$ cat src/rtl/mem_port_arbiter_pkg.sv
// Shared encodings for the memory port arbiter: FSM states, owner IDs and
// the all-lanes byte-enable pattern used for instruction fetches.
package mem_port_arbiter_pkg;

  typedef enum logic [1:0] {
    ST_IDLE    = 2'd0,
    ST_BUSY    = 2'd1,
    ST_RELEASE = 2'd2
  } state_t;

  typedef enum logic {
    OWN_IF = 1'b0,
    OWN_LS = 1'b1
  } owner_t;

  localparam int unsigned BE_WIDTH = 4;
  localparam logic [BE_WIDTH-1:0] BE_FULL = '1;

endpackage

$ cat src/rtl/mem_port_arbiter_rr_arbiter2.sv
// Two-way round-robin arbiter: one-hot grant {ls, if}, preferring the
// requester that did not win last time when both are requesting.
module rr_arbiter2
  import mem_port_arbiter_pkg::*;
(
  input  logic       req_if,
  input  logic       req_ls,
  input  owner_t     last_grant,
  output logic [1:0] grant
);

  always_comb begin
    grant = '0;
    if (req_if && req_ls) begin
      if (last_grant == OWN_LS) grant = 2'b01;
      else                      grant = 2'b10;
    end else if (req_if) begin
      grant = 2'b01;
    end else if (req_ls) begin
      grant = 2'b10;
    end
  end

endmodule

$ cat src/rtl/mem_port_arbiter.sv
// Shares one four-phase memory port between fetch and LSU with round-robin
// arbitration, registered outputs and a per-transaction timeout guard.
module mem_port_arbiter
  import mem_port_arbiter_pkg::*;
#(
  parameter int unsigned ADDR_WIDTH      = 32,
  parameter int unsigned DATA_WIDTH      = 32,
  parameter int unsigned BYTE_DATA_WIDTH = 4,
  parameter int unsigned TIMEOUT_CYCLES  = 255
) (
  input  logic                       clk,
  input  logic                       rst,
  input  logic                       if_req,
  input  logic [ADDR_WIDTH-1:0]      if_addr,
  output logic                       if_valid,
  output logic [DATA_WIDTH-1:0]      if_rdata,
  input  logic                       ls_req,
  input  logic                       ls_we,
  input  logic [ADDR_WIDTH-1:0]      ls_addr,
  input  logic [DATA_WIDTH-1:0]      ls_wdata,
  input  logic [BYTE_DATA_WIDTH-1:0] ls_byte_enable,
  output logic                       ls_valid,
  output logic [DATA_WIDTH-1:0]      ls_rdata,
  output logic                       mem_req,
  output logic                       mem_we,
  output logic [ADDR_WIDTH-1:0]      mem_addr,
  output logic [DATA_WIDTH-1:0]      mem_wdata,
  output logic [BYTE_DATA_WIDTH-1:0] mem_byte_enable,
  input  logic                       mem_valid,
  input  logic [DATA_WIDTH-1:0]      mem_rdata,
  output logic                       timeout_err
);

  localparam int unsigned CNT_W = $clog2(TIMEOUT_CYCLES + 1);
  localparam logic [CNT_W-1:0] CNT_LAST = CNT_W'(TIMEOUT_CYCLES - 1);
  localparam logic [CNT_W-1:0] CNT_MAX  = '1;

  state_t                     state_q, state_d;
  owner_t                     owner_q, owner_d;
  owner_t                     last_q, last_d;
  logic [CNT_W-1:0]           cnt_q, cnt_d;
  logic [1:0]                 grant;
  logic                       owner_req;

  logic                       mem_req_d, mem_we_d, if_valid_d, ls_valid_d, timeout_err_d;
  logic [ADDR_WIDTH-1:0]      mem_addr_d;
  logic [DATA_WIDTH-1:0]      mem_wdata_d, if_rdata_d, ls_rdata_d;
  logic [BYTE_DATA_WIDTH-1:0] mem_be_d;

  rr_arbiter2 u_rr (
    .req_if     (if_req),
    .req_ls     (ls_req),
    .last_grant (last_q),
    .grant      (grant)
  );

  assign owner_req = (owner_q == OWN_LS) ? ls_req : if_req;

  always_comb begin
    state_d       = state_q;
    owner_d       = owner_q;
    last_d        = last_q;
    cnt_d         = cnt_q;
    mem_req_d     = mem_req;
    mem_we_d      = mem_we;
    mem_addr_d    = mem_addr;
    mem_wdata_d   = mem_wdata;
    mem_be_d      = mem_byte_enable;
    if_valid_d    = if_valid;
    if_rdata_d    = if_rdata;
    ls_valid_d    = ls_valid;
    ls_rdata_d    = ls_rdata;
    timeout_err_d = timeout_err;

    case (state_q)
      ST_IDLE: begin
        if (grant[1]) begin
          owner_d     = OWN_LS;
          last_d      = OWN_LS;
          mem_we_d    = ls_we;
          mem_addr_d  = ls_addr;
          mem_wdata_d = ls_wdata;
          mem_be_d    = ls_byte_enable;
        end else if (grant[0]) begin
          owner_d     = OWN_IF;
          last_d      = OWN_IF;
          mem_we_d    = 1'b0;
          mem_addr_d  = if_addr;
          mem_wdata_d = '0;
          mem_be_d    = '1;
        end
        if (grant != 2'b00) begin
          cnt_d     = '0;
          mem_req_d = 1'b1;
          state_d   = ST_BUSY;
        end
      end

      ST_BUSY: begin
        if (cnt_q != CNT_MAX) cnt_d = cnt_q + CNT_W'(1);
        if (mem_valid || (cnt_q == CNT_LAST)) begin
          mem_req_d = 1'b0;
          state_d   = ST_RELEASE;
          // A timeout completes the transaction with zero data and latches the error.
          if (!mem_valid) timeout_err_d = 1'b1;
          if (owner_q == OWN_LS) begin
            ls_valid_d = 1'b1;
            ls_rdata_d = (mem_valid && !mem_we) ? mem_rdata : '0;
          end else begin
            if_valid_d = 1'b1;
            if_rdata_d = mem_valid ? mem_rdata : '0;
          end
        end
      end

      ST_RELEASE: begin
        if (!owner_req && !mem_valid) begin
          if_valid_d = 1'b0;
          ls_valid_d = 1'b0;
          state_d    = ST_IDLE;
        end
      end

      default: state_d = ST_IDLE;
    endcase
  end

  always_ff @(posedge clk or negedge rst) begin
    if (!rst) begin
      state_q         <= ST_IDLE;
      owner_q         <= OWN_IF;
      last_q          <= OWN_LS;
      cnt_q           <= '0;
      mem_req         <= 1'b0;
      mem_we          <= 1'b0;
      mem_addr        <= '0;
      mem_wdata       <= '0;
      mem_byte_enable <= '0;
      if_valid        <= 1'b0;
      if_rdata        <= '0;
      ls_valid        <= 1'b0;
      ls_rdata        <= '0;
      timeout_err     <= 1'b0;
    end else begin
      state_q         <= state_d;
      owner_q         <= owner_d;
      last_q          <= last_d;
      cnt_q           <= cnt_d;
      mem_req         <= mem_req_d;
      mem_we          <= mem_we_d;
      mem_addr        <= mem_addr_d;
      mem_wdata       <= mem_wdata_d;
      mem_byte_enable <= mem_be_d;
      if_valid        <= if_valid_d;
      if_rdata        <= if_rdata_d;
      ls_valid        <= ls_valid_d;
      ls_rdata        <= ls_rdata_d;
      timeout_err     <= timeout_err_d;
    end
  end

endmodule

$ cat config.mk
export PLATFORM = sky130hd
export DESIGN_NAME = mem_port_arbiter
export DESIGN_NICKNAME = d
export VERILOG_FILES = /design/src/rtl/mem_port_arbiter_pkg.sv /design/src/rtl/mem_port_arbiter_rr_arbiter2.sv /design/src/rtl/mem_port_arbiter.sv
export SDC_FILE = /design/constraint.sdc
export NUM_CORES = 1
export LEC_CHECK = 0
export ABC_AREA = 1
export CORE_ASPECT_RATIO = 0.7
export CORE_MARGIN = 5
export CORE_UTILIZATION = 47
export CTS_BUF_LIST = sky130_fd_sc_hd__clkbuf_16
export CTS_CLUSTER_SIZE = 25
export DETAILED_ROUTE_END_ITERATION = 8
export PLACE_DENSITY = 0.9
export SLEW_MARGIN = 5
export SYNTH_ARGS = -nofsm -noshare
export SYNTH_HDL_FRONTEND = slang
export SYNTH_SLANG_ARGS = --single-unit
$ cat constraint.sdc
create_clock -name clk -period 3.5 [get_ports clk]
set_clock_uncertainty 0.1 [all_clocks]
set_input_delay 1.05 -clock clk [delete_from_list [all_inputs] [get_ports clk]]
set_output_delay 1.05 -clock clk [all_outputs]
set_load 0.02 [all_outputs]
==> impl_metrics.env <==
export IMPL_largest_net_degree_at_the_start_of_global_routing=84
export IMPL_synth_enable_flop_cells=0
export IMPL_synthToLayoutAreaGrowth_pct=51.1
export IMPL_final_hold_violation_count=0
export IMPL_gp_routability_congestion=0.865
export IMPL_grt_antenna_before_repair=0
export IMPL_layout_min_cycle_time_ns=2.60
export IMPL_timing_final_ws_setup_ns=0.899
export IMPL_cts_hold_buf=0
export IMPL_pre_cts_ws_ns=0.464
export IMPL_power_leakage_nw=4.81
export IMPL_initial_core_util_pct=47.9
export IMPL_synthMostInstantiatedCell="sky130_fd_sc_hd__nand2_1"
export IMPL_post_synth_and_or_nand_nor_area_fraction_pct=30.3
export IMPL_final_net_count=1189
export IMPL_tritoncts="built"
export IMPL_final_cell_count_no_fill=1251
export IMPL_pin_count=275
export IMPL_number_of_buffers_inserted_during_clock_tree_synthesis=17
export IMPL_cts_clk_slew_worst_paths_ns=0.06
export IMPL_power_ir_vdd_worst_mv=0.460
export IMPL_cts_max_path_buffers=2
export IMPL_grt_busiest_layer="met2"
export IMPL_tightestPinTransition_ns=0.780
export IMPL_sequential_share_of_the_synthesized_area_pct=56.1
export IMPL_drtAntennaViolNets=0
export IMPL_placed_cells_incl_taps=1220
export IMPL_synth_xor_area_share_pct=0
export IMPL_synth_warnings=0
export IMPL_postCtsSetupRepairBufs=0
export IMPL_ys_ff_latch=149
export IMPL_layout_core_utilization_pct=72.4
export IMPL_cellPowerDensity_nw_per_um2=923
export IMPL_final_hold_worst_slack_ns=0.370
export IMPL_required_ns=3.75
export IMPL_synth_area_sq_um=6650
export IMPL_detailedRoute_firstIterationViolations=462
export IMPL_routed_wirelength_um=22200
export IMPL_vias_per_cell=5.27
export IMPL_synth_compound_area_share_pct=5.83
export IMPL_maxClockFrequency_mhz=384
export IMPL_setup_viol=0
export IMPL_arrival_time_at_the_worst_endpoint_ns=2.85
export IMPL_unrepaired_setup_endpoints_after_global_routing="no"
export IMPL_clk_root_buffer_cell="sky130_fd_sc_hd__clkbuf_16"
export IMPL_ys_async_sr_fraction_pct=100
export IMPL_core_sq_um=13900
export IMPL_min_period_over_period_pct=74.3
export IMPL_first_global_vias=6586
export IMPL_synth_top_family_by_area="simple AND/OR/NAND/NOR gates"
export IMPL_timing_critical_path_to_type="flop"
export IMPL_dominantRegCellSynth="sky130_fd_sc_hd__dfrtp_1"
export IMPL_place_detailed_hpwl_um=15700
export IMPL_synth_largest_area_cell="sky130_fd_sc_hd__dfrtp_1"
export IMPL_min_delay_path_class="reg -> reg"
export IMPL_slew_limit_headroom_pct=48.0
export IMPL_synth_adder_area_share_pct=0.376
export IMPL_synthDistinctLibCells=30
export IMPL_tns_ns=0
export IMPL_grt_use_total_pct=26.2
export IMPL_die_w_um=152
export IMPL_clk_latency_ns=0.42
export IMPL_grtUsageMet1_pct=31.6
export IMPL_regToRegSetupSlack_ns=1.28
export IMPL_dieHeight_um=110
export IMPL_via_count=6590
export IMPL_outcome="completed"
export IMPL_slew_violations=0
export IMPL_crit_path_max_fanout=33
export IMPL_drc=0
export IMPL_cts_repair_resize_count=0
export IMPL_first_pass_iters=5
export IMPL_yosys_mux_area_fraction_pct=0
export IMPL_overflow=0
export IMPL_antenna_cells=0
export IMPL_startpoint_to_endpoint_class_of_the_critical_path="in -> reg"
export IMPL_drive_gt1_share_pct=5.37
export IMPL_synth_nets=935
export IMPL_synth_cell_count_leaders="sky130_fd_sc_hd__nand2_1 (295), sky130_fd_sc_hd__dfrtp_1 (148), sky130_fd_sc_hd__nor2_1 (87)"
export IMPL_fillerInstances=999
export IMPL_floorplan_die_area_sq_um=16700
export IMPL_h_tree_depth=4
export IMPL_synth_top_cell_area_share_pct=55.7
export IMPL_route_detailed_wl_per_inst_um=17.7
export IMPL_grt_use_met3_pct=9.24
export IMPL_yosys_top_cells_area="sky130_fd_sc_hd__dfrtp_1 (56%), sky130_fd_sc_hd__nand2_1 (17%), sky130_fd_sc_hd__nand4_1 (6.0%)"
export IMPL_cp_start_kind="input pin"
export IMPL_synth_area_per_cell_sq_um=8.37
export IMPL_port_buffers=274
export IMPL_wire_length_of_the_first_global_routing_pass_um=34500
export IMPL_post_synth_inst_count=795
export IMPL_num_rows=36
export IMPL_number_of_sinks_on_the_clock_net=149
export IMPL_met2_usage_grt_pct=43.6
export IMPL_maxCapViolations=0
[routing by layer]
layer | share of wire (%) | vias up
met1 | 39 | 3131
met2 | 48 | 351
met5 | 0 | -
met3 | 10 | 50
li1 | - | 3058
met4 | 3.4 | 0
[flip-flops by register name, indices dropped and copies added, names as in the netlist]
signal / count
if_rdata: 32
ls_rdata: 32
mem_req: 1
mem_wdata: 32
if_valid: 1
state_q: 2
ls_valid: 1
mem_byte_enable: 4
mem_addr: 32
timeout_err: 1
last_q: 1
cnt_q: 8
owner_q: 1
mem_we: 1
[through the flow]
stage / cell area (sq um) / power (W)
after global routing: 10000 / 0.00978
final: 10000 / 0.00928
after CTS: 10000 / 0.00932
after floorplan: 6650 / 0.00525
after global placement: 9440 / 0.00722
after detailed placement: 9440 / 0.00736
[path summary, 6_finish.rpt]
check / startpoint / depth (start not counted) / endpoint
max: if_req / 7 / mem_wdata[16]$_DFFE_PN0P_
min: timeout_err$_DFFE_PN0P_ / 1 / timeout_err$_DFFE_PN0P_
max reg2reg: cnt_q[0]$_DFFE_PN0P_ / 9 / if_rdata[24]$_DFFE_PN0P_
min reg2reg: timeout_err$_DFFE_PN0P_ / 1 / timeout_err$_DFFE_PN0P_
max in group asynchronous: rst / 2 / last_q$_DFFE_PN1P_
min in group asynchronous: rst / 1 / ls_rdata[9]$_DFFE_PN0P_
[cells in the final DEF (no fill, tap or decap), types with 2 or more instances in the layout]
master	netlist	routed
sky130_fd_sc_hd__nor2_1	87	87
sky130_fd_sc_hd__or2_2	2	2
sky130_fd_sc_hd__bufinv_16	0	4
sky130_fd_sc_hd__nand4_1	64	64
sky130_fd_sc_hd__buf_4	13	11
sky130_fd_sc_hd__nand3_1	11	11
sky130_fd_sc_hd__clkbuf_16	0	17
sky130_fd_sc_hd__dfrtp_1	148	148
sky130_fd_sc_hd__clkinv_1	1	4
sky130_fd_sc_hd__o21ai_0	46	46
sky130_fd_sc_hd__clkdlybuf4s50_1	0	273
sky130_fd_sc_hd__nand2_1	295	295
sky130_fd_sc_hd__o21ai_1	26	26
sky130_fd_sc_hd__buf_12	0	2
sky130_fd_sc_hd__clkinv_4	0	3
sky130_fd_sc_hd__nand3_4	2	2
sky130_fd_sc_hd__clkinv_2	0	2
sky130_fd_sc_hd__inv_2	2	2
sky130_fd_sc_hd__inv_1	45	45
sky130_fd_sc_hd__nand2_2	2	2
sky130_fd_sc_hd__ha_1	2	2
[layout make-up]
cell class	count	area, sq um	share of cell area, %
multi-input cells	546	2430	24.1
repair buffers	287	2870	28.5
flip-flops and latches	149	3730	37.1
inverters	48	180	1.79
clock inverters	14	184	1.83
clock buffers	17	425	4.23
well taps	190	238	2.37
[worst max-delay path, cell delays in order]
cell and delay, ns:
sky130_fd_sc_hd__clkdlybuf4s50_1 0.54, sky130_fd_sc_hd__nor2_1 0.11, sky130_fd_sc_hd__nor3_4 0.26, sky130_fd_sc_hd__nand2_2 0.19, sky130_fd_sc_hd__inv_2 0.45, sky130_fd_sc_hd__nand2_1 0.14, sky130_fd_sc_hd__nand2_1 0.10
[kinds of logic (layout without fill, tap and decap cells)]
group | after synthesis | in the layout
DFF | 149 | 149
adders and majority gates | 2 | 2
buffers and inverters | 100 | 366
AOI/OAI and AO/OA | 76 | 76
and+or+nand+nor | 468 | 468
[where the power goes]
part / internal, W / leakage [nW] / switching, W / total (W)
Sequential: 0.00249 / 1.89 / 0.000474 / 0.00297
Combinational: 0.00184 / 2.62 / 0.00256 / 0.00440
Clock: 0.00118 / 0.296 / 0.000725 / 0.00191
Power figures use the tool's default switching activity.
